**config.mk**
```make
export PLATFORM = sky130hd
export DESIGN_NAME = ps2_scancode_decoder
export DESIGN_NICKNAME = d
export VERILOG_FILES = /design/src/rtl/ps2_pkg.sv /design/src/rtl/ps2_evt_fifo.sv /design/src/rtl/ps2_scancode_decoder.sv
export SDC_FILE = /design/constraint.sdc
export NUM_CORES = 1
export LEC_CHECK = 0
export BUFFER_PORTS_ARGS = -buffer_cell sky130_fd_sc_hd__buf_2
export CORE_MARGIN = 1
export CORE_UTILIZATION = 52
export DETAILED_ROUTE_END_ITERATION = 6
export GPL_TIMING_DRIVEN = 0
export PLACE_DENSITY = 0.77
export SLEW_MARGIN = 15
export SYNTH_ARGS = -nofsm -noshare
export SYNTH_HDL_FRONTEND = slang
export SYNTH_SLANG_ARGS = --single-unit
```
**constraint.sdc**
```tcl
create_clock -name clk -period 7.87 [get_ports clk]
set_input_delay 0.3935 -clock clk [delete_from_list [all_inputs] [get_ports clk]]
set_output_delay 0.3935 -clock clk [all_outputs]
set_load 0.05 [all_outputs]
```
**src/rtl/ps2_pkg.sv**
```systemverilog
// Shared constants, FSM state and event bundle for the PS/2 scan-code decoder.
package ps2_pkg;

    localparam logic [7:0] PS2_EXT   = 8'hE0;
    localparam logic [7:0] PS2_BRK   = 8'hF0;
    localparam logic [7:0] PS2_PAUSE = 8'hE1;

    localparam logic [7:0] PS2_IGN_00 = 8'h00;
    localparam logic [7:0] PS2_IGN_AA = 8'hAA;
    localparam logic [7:0] PS2_IGN_EE = 8'hEE;
    localparam logic [7:0] PS2_IGN_FA = 8'hFA;
    localparam logic [7:0] PS2_IGN_FC = 8'hFC;
    localparam logic [7:0] PS2_IGN_FD = 8'hFD;
    localparam logic [7:0] PS2_IGN_FE = 8'hFE;
    localparam logic [7:0] PS2_IGN_FF = 8'hFF;

    typedef enum logic [2:0] {
        ST_IDLE,
        ST_EXT,
        ST_BRK,
        ST_EXT_BRK,
        ST_PAUSE
    } state_t;

    typedef struct packed {
        logic [7:0] code;
        logic       ext;
        logic       brk;
    } evt_t;

    function automatic logic is_ignored(input logic [7:0] b);
        return (b == PS2_IGN_00) || (b == PS2_IGN_AA) ||
               (b == PS2_IGN_EE) || (b == PS2_IGN_FA) ||
               (b == PS2_IGN_FC) || (b == PS2_IGN_FD) ||
               (b == PS2_IGN_FE) || (b == PS2_IGN_FF);
    endfunction

    function automatic logic is_prefix(input logic [7:0] b);
        return (b == PS2_EXT) || (b == PS2_BRK) || (b == PS2_PAUSE);
    endfunction

endpackage

```
**src/rtl/ps2_evt_fifo.sv**
```systemverilog
// First-word-fall-through event FIFO; head output holds the last popped
// event while empty.
module ps2_evt_fifo
    import ps2_pkg::*;
#(
    parameter int DEPTH = 4
) (
    input  logic clk,
    input  logic reset,
    input  logic push,
    input  evt_t din,
    input  logic pop,
    output evt_t dout,
    output logic full,
    output logic empty
);

    localparam int AW = $clog2(DEPTH);

    evt_t           mem [DEPTH];
    evt_t           last;
    logic [AW:0]    wr_ptr;
    logic [AW:0]    rd_ptr;
    logic           do_pop;
    logic           do_push;

    assign empty   = (wr_ptr == rd_ptr);
    assign full    = (wr_ptr[AW] != rd_ptr[AW]) &&
                     (wr_ptr[AW-1:0] == rd_ptr[AW-1:0]);
    assign do_pop  = pop && !empty;
    assign do_push = push && (!full || do_pop);
    assign dout    = empty ? last : mem[rd_ptr[AW-1:0]];

    always_ff @(posedge clk) begin
        if (!reset) begin
            wr_ptr <= '0;
            rd_ptr <= '0;
            last   <= '0;
        end else begin
            if (do_push) begin
                mem[wr_ptr[AW-1:0]] <= din;
                wr_ptr <= wr_ptr + 1'b1;
            end
            if (do_pop) begin
                last   <= mem[rd_ptr[AW-1:0]];
                rd_ptr <= rd_ptr + 1'b1;
            end
        end
    end

endmodule

```
**src/rtl/ps2_scancode_decoder.sv**
```systemverilog
// Set-2 scan-code prefix decoder feeding an event FIFO.
// Optional typematic repeat suppression: PS2_REPEAT_FILTER_EN.
module ps2_scancode_decoder
    import ps2_pkg::*;
#(
    parameter int DEPTH     = 4,
    parameter int PAUSE_LEN = 7
) (
    input  logic       clk,
    input  logic       reset,
    input  logic       byte_valid,
    input  logic [7:0] byte_data,
    output logic       evt_valid,
    input  logic       evt_ready,
    output logic [7:0] evt_code,
    output logic       evt_ext,
    output logic       evt_brk,
    output logic       evt_ovf
);

    state_t     state;
    state_t     state_nxt;
    logic [7:0] cnt;
    logic [7:0] cnt_nxt;
    logic       emit;
    logic       push;
    evt_t       evt;
    evt_t       head;
    logic       full;
    logic       empty;
    logic       ign;
    logic       pfx;

    assign ign = is_ignored(byte_data);
    assign pfx = is_prefix(byte_data);

    always_comb begin
        state_nxt = state;
        cnt_nxt   = cnt;
        emit      = 1'b0;
        evt       = '0;
        if (byte_valid) begin
            unique case (state)
                ST_IDLE: begin
                    if (byte_data == PS2_EXT) begin
                        state_nxt = ST_EXT;
                    end else if (byte_data == PS2_BRK) begin
                        state_nxt = ST_BRK;
                    end else if (byte_data == PS2_PAUSE) begin
                        state_nxt = ST_PAUSE;
                        cnt_nxt   = '0;
                    end else if (!ign) begin
                        emit = 1'b1;
                        evt  = '{code: byte_data, ext: 1'b0, brk: 1'b0};
                    end
                end
                ST_EXT: begin
                    if (byte_data == PS2_BRK) begin
                        state_nxt = ST_EXT_BRK;
                    end else if (byte_data != PS2_EXT) begin
                        state_nxt = ST_IDLE;
                        emit      = !ign;
                        evt       = '{code: byte_data, ext: 1'b1, brk: 1'b0};
                    end
                end
                ST_BRK: begin
                    state_nxt = ST_IDLE;
                    emit      = !ign && !pfx;
                    evt       = '{code: byte_data, ext: 1'b0, brk: 1'b1};
                end
                ST_EXT_BRK: begin
                    state_nxt = ST_IDLE;
                    emit      = !ign && !pfx;
                    evt       = '{code: byte_data, ext: 1'b1, brk: 1'b1};
                end
                ST_PAUSE: begin
                    // the pause body is swallowed blind; only its length matters
                    if (cnt == 8'(PAUSE_LEN - 1)) begin
                        state_nxt = ST_IDLE;
                        cnt_nxt   = '0;
                        emit      = 1'b1;
                        evt       = '{code: PS2_PAUSE, ext: 1'b1, brk: 1'b0};
                    end else begin
                        cnt_nxt = cnt + 8'd1;
                    end
                end
                default: state_nxt = ST_IDLE;
            endcase
        end
    end

`ifdef PS2_REPEAT_FILTER_EN
    logic       held;
    logic [7:0] held_code;
    logic       held_ext;
    logic       match;

    assign match = held && (held_code == evt.code) && (held_ext == evt.ext);
    assign push  = emit && !(match && !evt.brk);

    always_ff @(posedge clk) begin
        if (!reset) begin
            held      <= 1'b0;
            held_code <= '0;
            held_ext  <= 1'b0;
        end else if (emit) begin
            if (evt.brk) begin
                if (match) held <= 1'b0;
            end else if (!match) begin
                held      <= 1'b1;
                held_code <= evt.code;
                held_ext  <= evt.ext;
            end
        end
    end
`else
    assign push = emit;
`endif

    always_ff @(posedge clk) begin
        if (!reset) begin
            state   <= ST_IDLE;
            cnt     <= '0;
            evt_ovf <= 1'b0;
        end else begin
            state <= state_nxt;
            cnt   <= cnt_nxt;
            if (push && full && !evt_ready) evt_ovf <= 1'b1;
        end
    end

    ps2_evt_fifo #(
        .DEPTH(DEPTH)
    ) u_fifo (
        .clk   (clk),
        .reset (reset),
        .push  (push),
        .din   (evt),
        .pop   (evt_ready),
        .dout  (head),
        .full  (full),
        .empty (empty)
    );

    assign evt_valid = !empty;
    assign evt_code  = head.code;
    assign evt_ext   = head.ext;
    assign evt_brk   = head.brk;

endmodule

```
======== Yosys cells after proc, flatten, opt, wreduce, memory -nomap -nowiden ========
Memory sizes are Yosys's and may differ from the RTL's. A register that Yosys moved wholly into a read port is not among the register bits.
Index checks and enable logic that the tools add are counted.
word-level totals
  flip-flop bits (word level) ............. 28
  bits in writable memories ............... 40
  logic and storage cells ................. 100
  memories kept ........................... 1
cells by class
  add/subtract/negate cells ............... 3
  eq/ne operators ......................... 25
  muxes and demuxes ....................... 36
  reduce and logical (&&, ||, !) cells .... 27
memories
  memory      words  width  read ports  clocked after memory_dff  wr ports  line                source
  u_fifo.mem  4      10     1           1                         1         ps2_evt_fifo.sv:20  evt_t mem [DEPTH];
operator list
  cell                 number
  $mux 10              9
  $eq 8x8->1 const B   10
  $pmux 10 s5          1
  $mux 8               4
  $mux 3               6
  $pmux 8 s2           1
  $mux 1               11
  $logic_or 1x1->1     10
  $pmux 3 s3           1
  $add 8x1->8 const B  1
  $eq 8x3->1 const B   1
  $logic_not 8->1      1
  $ne 2x2->1 const B   4
  $ne 8x8->1 const B   1
  $add 3x1->3 const B  2
  $eq 3x2->1 const B   2
  $logic_and 1x1->1    6
  $logic_not 1->1      5
  $reduce_and 5->1     1
  $mux 2               2
  $ne 4x4->1 const B   1
  $pmux 1 s4           1
  $reduce_and 4->1     1
  $eq 3x1->1 const B   1
  8 further kinds      8

======== Longest topological paths before layout ========
  depth in word-level cells ............... 18
  gate-level depth with buffers ........... 8
  mapped depth without buffers ............ 8

======== Cells and area by module ========
A second synthesis with hierarchy kept.
unflattened totals
  cells, all modules ...................... 291
  area total of the unflattened synthesis .. 3460.8 um^2
by module, submodules not included
  module                times used  cells an instance  area an instance (um^2)
  ps2_evt_fifo          1           164                2502.4
  ps2_scancode_decoder  1           127                958.4

======== Worst setup path before layout ========
OpenSTA, ideal clock, no wires.
  path type ............................... flip-flop to flip-flop
  start point ............................. register cnt[0]
  end point ............................... memory u_fifo.mem[0][0] (netlist bit) (enable)
  setup time .............................. 0.316 ns
  arrival ................................. 2.157 ns
  required time ........................... 7.554 ns
  slack ................................... 5.397 ns
  stages on the path, launching flop included .. 8
  buffers on the path ..................... 0
  period minus slack after synthesis ...... 2.473 ns
  cells stage by stage .................... dfxtp_1 -> inv_1 -> ha_1 -> or4b_4 -> nor3_2 -> nand3_2 -> a2111oi_4 -> and3_2
between the ends
  longest elaborated chain between the ends .. 8
RTL lines
  item                          line                         source
  start: declaration            ps2_scancode_decoder.sv:23   logic [7:0] cnt;
  start signal: assignment      ps2_scancode_decoder.sv:127  cnt <= cnt_nxt;
  $eq 8x3->1                    ps2_scancode_decoder.sv:78   if (cnt == 8'(PAUSE_LEN - 1)) begin
  $mux 1                        ps2_scancode_decoder.sv:78
  $pmux 1 s4                    ps2_scancode_decoder.sv:43   unique case (state)
  $mux 1                        ps2_scancode_decoder.sv:42   if (byte_valid) begin
  $logic_and 1x1->1             ps2_evt_fifo.sv:31           assign do_push = push && (!full || do_pop);
  $mux 1                        ps2_evt_fifo.sv:40           if (do_push) begin
  $mux 1                        ps2_evt_fifo.sv:35           if (!reset) begin
  $mux 1 (not written as such)  ps2_evt_fifo.sv:41           mem[wr_ptr[AW-1:0]] <= din;
  end: declaration              ps2_evt_fifo.sv:20
No other way between the ends.

==> results.py <==
metrics = {
    "power_and_ir_drop": {
        "ir_drop_uv": 192,
        "intPower_mw": 0.615,
        "p_per_area_mw_per_mm2": 258,
        "switching_power_mw": 0.323,
        "swShare": 0.344,
        "totalPowerFinal_mw": 0.938,
        "leakage_nw": 1.29,
        "seq_power_share": 0.447,
        "clockPowerShare": 0.248,
        "p_comb_frac": 0.305,
    },
    "floorplan": {
        "die_y_um": 81.3,
        "io-pin-count": 24,
        "coreArea_sq_mm": 0.00599,
        "fp.dieW_um": 81.3,
        "num_rows": 28,
        "die_area_sq_mm": 0.00661,
        "start_util": 0.546,
    },
    "critical_path": {
        "cp.buffers_inverters": 2,
        "cp.required_ns": 7.48,
        "timing.critical_path.fanout_max": 10,
        "end_kind": "output pin",
        "rr_worst_depth": 7,
        "cp_data_arrival_time_ns": 2.42,
        "cp_top_family": "multiplexers",
        "crit_cells": 4,
        "cpPeakStageDelay_ns": 0.64,
        "worstSetupPathType": "reg -> out",
        "ff2ff_setup_slack_ns": 5.09,
        "slowest_stage": "clkbuf_1",
        "start_kind": "register",
        "cp_cell_sequence": "clkbuf_1 -> mux4_2 -> mux2_2 -> buf_2",
    },
    "global_route": {
        "grt_pass1_vias": 2108,
        "grt_max_degree": 12,
        "antenna_found_initial": 0,
        "grt.overflow.total": 0,
        "grt_usage": 0.202,
        "grt_pass1_wl_mm": 9.64,
    },
    "run": {
        "cap_violations": 0,
    },
    "yosys": {
        "avgSynthCellArea_sq_um": 11.9,
        "ys_seq_area_frac": 0.551,
        "synth_area_leader_cell": "edfxtp_1",
        "synthFlopType": "edfxtp_1",
        "synthSimpleGateAreaFrac": 0.171,
        "muxShareOfSynthArea": 0.106,
        "synth-compound-area-share": 0.0910,
        "synth-seq-cells": 70,
        "synth_nets": 293,
        "synth_cell_types": 50,
        "synth_top_area_frac": 0.367,
        "synthTopCellsByArea": "edfxtp_1 (37%), dfxtp_1 (18%), mux4_2 (6.9%)",
        "synthesis.area_sq_mm": 0.00327,
        "yosys.area_share.adder": 0.0298,
        "syn-instance-count": 274,
        "synth_edf_count": 40,
        "synth_warnings": 0,
        "synth-async-reset-ratio": 0,
        "synth_top_family_by_area": "simple AND/OR/NAND/NOR gates",
        "synth_xor_xnor_area_share": 0.0294,
    },
    "timing": {
        "worst_slack_ns": 5.06,
        "finalHoldViolCount": 0,
        "slew_headroom": 0.436,
        "setup_viol": 0,
        "fmax_ghz": 0.356,
        "setup_tns_ns": 0,
        "period_needed_ns": 2.81,
        "maxSlewViolCount": 0,
        "worstMarginPinSlew_ns": 0.845,
        "rsz0062_at_grt": "false",
        "fin_crit_sh": 0.357,
        "finClkSkew_ns": 0.0125,
    },
    "placement": {
        "hpwl_mm": 4.29,
        "routabilityCongestion": 0.884,
        "numPortBuffers": 22,
        "pre_cts_ws_ns": 5.06,
        "placed_cells": 371,
    },
    "cells_and_area": {
        "layout.nets": 326,
        "syn2layout_area_growth_pct": 11.0,
        "drive_above_1_share": 0.212,
        "fin_cells": 387,
        "nFillCells": 490,
        "antenna_cells": 0,
    },
    "clock_tree": {
        "cts_made_buffers": 9,
        "cts_sinks": 70,
        "post_cts_buffers": 0,
        "clk_pin_slew_ns": 0.07,
        "cts-root-buf": "clkbuf_8",
        "clock_latency_ns": 0.34,
        "cts_buffer_depth": 2,
        "cts_hold_buf": 0,
        "cts_max_level": 3,
        "cts_tree": "yes",
        "cts_resized": 0,
    },
    "detailed_routing": {
        "dr_total_vias": 2187,
        "wl_per_cell_um": 15.2,
        "ant_nets": 0,
        "drt-initial-drc-count": 99,
        "dr.pass1.iters": 4,
        "drt-total-wl_mm": 5.89,
        "vias_per_cell": 5.65,
        "drc": 0,
    },
    "hold_path": {
        "hold_path_class": "in -> reg",
        "min_path_cells": 2,
    },
    "run_status": {
        "status": "finished clean",
    },
}
-- worst reg2reg max path, delay by kind of cell (launching register included) --
family          cells  cell delay, ns
fa+ha+maj           1            0.14
compound gates      1            0.54
flops               1            0.33
simple gates        4            1.35
buf+inv             1            0.08
-- cell families (layout without fill, tap and decap cells) --
logic type / Yosys count / in the layout
simple gates: 105 / 105
fa+ha+maj: 8 / 8
mux: 21 / 21
buf+inv: 19 / 57
xor+xnor: 11 / 11
flops: 70 / 70
compound gates: 40 / 40
-- power groups by stage --
| stage | sequential, mW | combinational, mW | clock (mW) |
|---|---|---|---|
| floorplan | 0.424 | 0.234 | 0 |
| finish | 0.419 | 0.286 | 0.232 |
| global placement | 0.426 | 0.284 | 0 |
| detailed placement | 0.428 | 0.288 | 0 |
| global route | 0.422 | 0.308 | 0.252 |
| CTS | 0.420 | 0.289 | 0.236 |
-- cell usage after synthesis (2+ instances only) --
| cell | number |
|---|---|
| nor4_1 | 4 |
| and2_1 | 8 |
| inv_1 | 8 |
| and3_2 | 4 |
| nand2_1 | 38 |
| nor3_1 | 3 |
| a21boi_0 | 13 |
| or3_1 | 5 |
| nand2b_1 | 3 |
| xnor2_1 | 10 |
| o21ai_0 | 3 |
| mux4_2 | 10 |
| nand3_1 | 5 |
| a31oi_1 | 3 |
| buf_1 | 2 |
| and3_1 | 2 |
| or4_1 | 3 |
| mux2_2 | 10 |
| nor2b_1 | 4 |
| a311oi_1 | 2 |
| ha_1 | 7 |
| dfxtp_1 | 30 |
| a21o_1 | 3 |
| clkbuf_1 | 8 |
| edfxtp_1 | 40 |
| nor2_1 | 15 |
| a21oi_1 | 8 |
-- per-stage QoR --
stage               area, sq um  utilization  hold slack (ns)
CTS                        3630        0.606            0.402
floorplan                  3270            -            0.441
finish                     3630        0.606            0.413
global route               3630        0.606            0.402
global placement           3480        0.580            0.447
detailed placement         3480        0.580            0.454
-- final timing paths --
kind / startpoint / endpoint
worst min-delay path: reset / u_fifo.last[3]$_SDFFE_PN0P_
worst max-delay path: register / evt_code[7]
worst min register to register: u_fifo.last[3]$_SDFFE_PN0P_ / u_fifo.last[3]$_SDFFE_PN0P_
worst max register to register: cnt[0]$_SDFFE_PN0P_ / u_fifo.mem[0][6]$_DFFE_PP_
-- state kept, by name, summed over array words and instances (netlist names), named ones only --
name	count
cnt	8
evt_ovf	1
state	3
u_fifo.last	10
u_fifo.mem	40
u_fifo.rd_ptr	3
u_fifo.wr_ptr	3
-- routing by layer --
layer  global-route usage  wire [um]
met4               0.0643         90
met5                    0          0
met1                0.244       2750
met2                0.337       2820
met3               0.0708        222
-- cell type report --
cell class / instances / area (sq um) / share of cell area
flip-flops and latches: 70 / 1800 / 0.496
well taps: 75 / 93.8 / 0.0258
inverters: 8 / 30.0 / 0.00827
clock inverters: 6 / 28.8 / 0.00792
clock buffers: 10 / 128 / 0.0351
multi-input cells: 185 / 1400 / 0.385
repair buffers: 22 / 110 / 0.0303
plain buffers: 11 / 42.5 / 0.0117
-- cell usage in the layout (no fill, tap or decap), drive strengths merged, types with 6 or more instances in the layout --
cell type  Yosys  routed
nand2         38      38
inv            8       8
buf            3      25
mux2          10      10
and2           8       8
ha             7       7
a21oi          8       8
mux4          10      10
dfxtp         30      30
nor2          15      15
clkbuf         8      18
nand3          6       6
xnor2         10      10
a21boi        13      13
edfxtp        40      40
and3           6       6
Power figures use the tool's default switching activity.
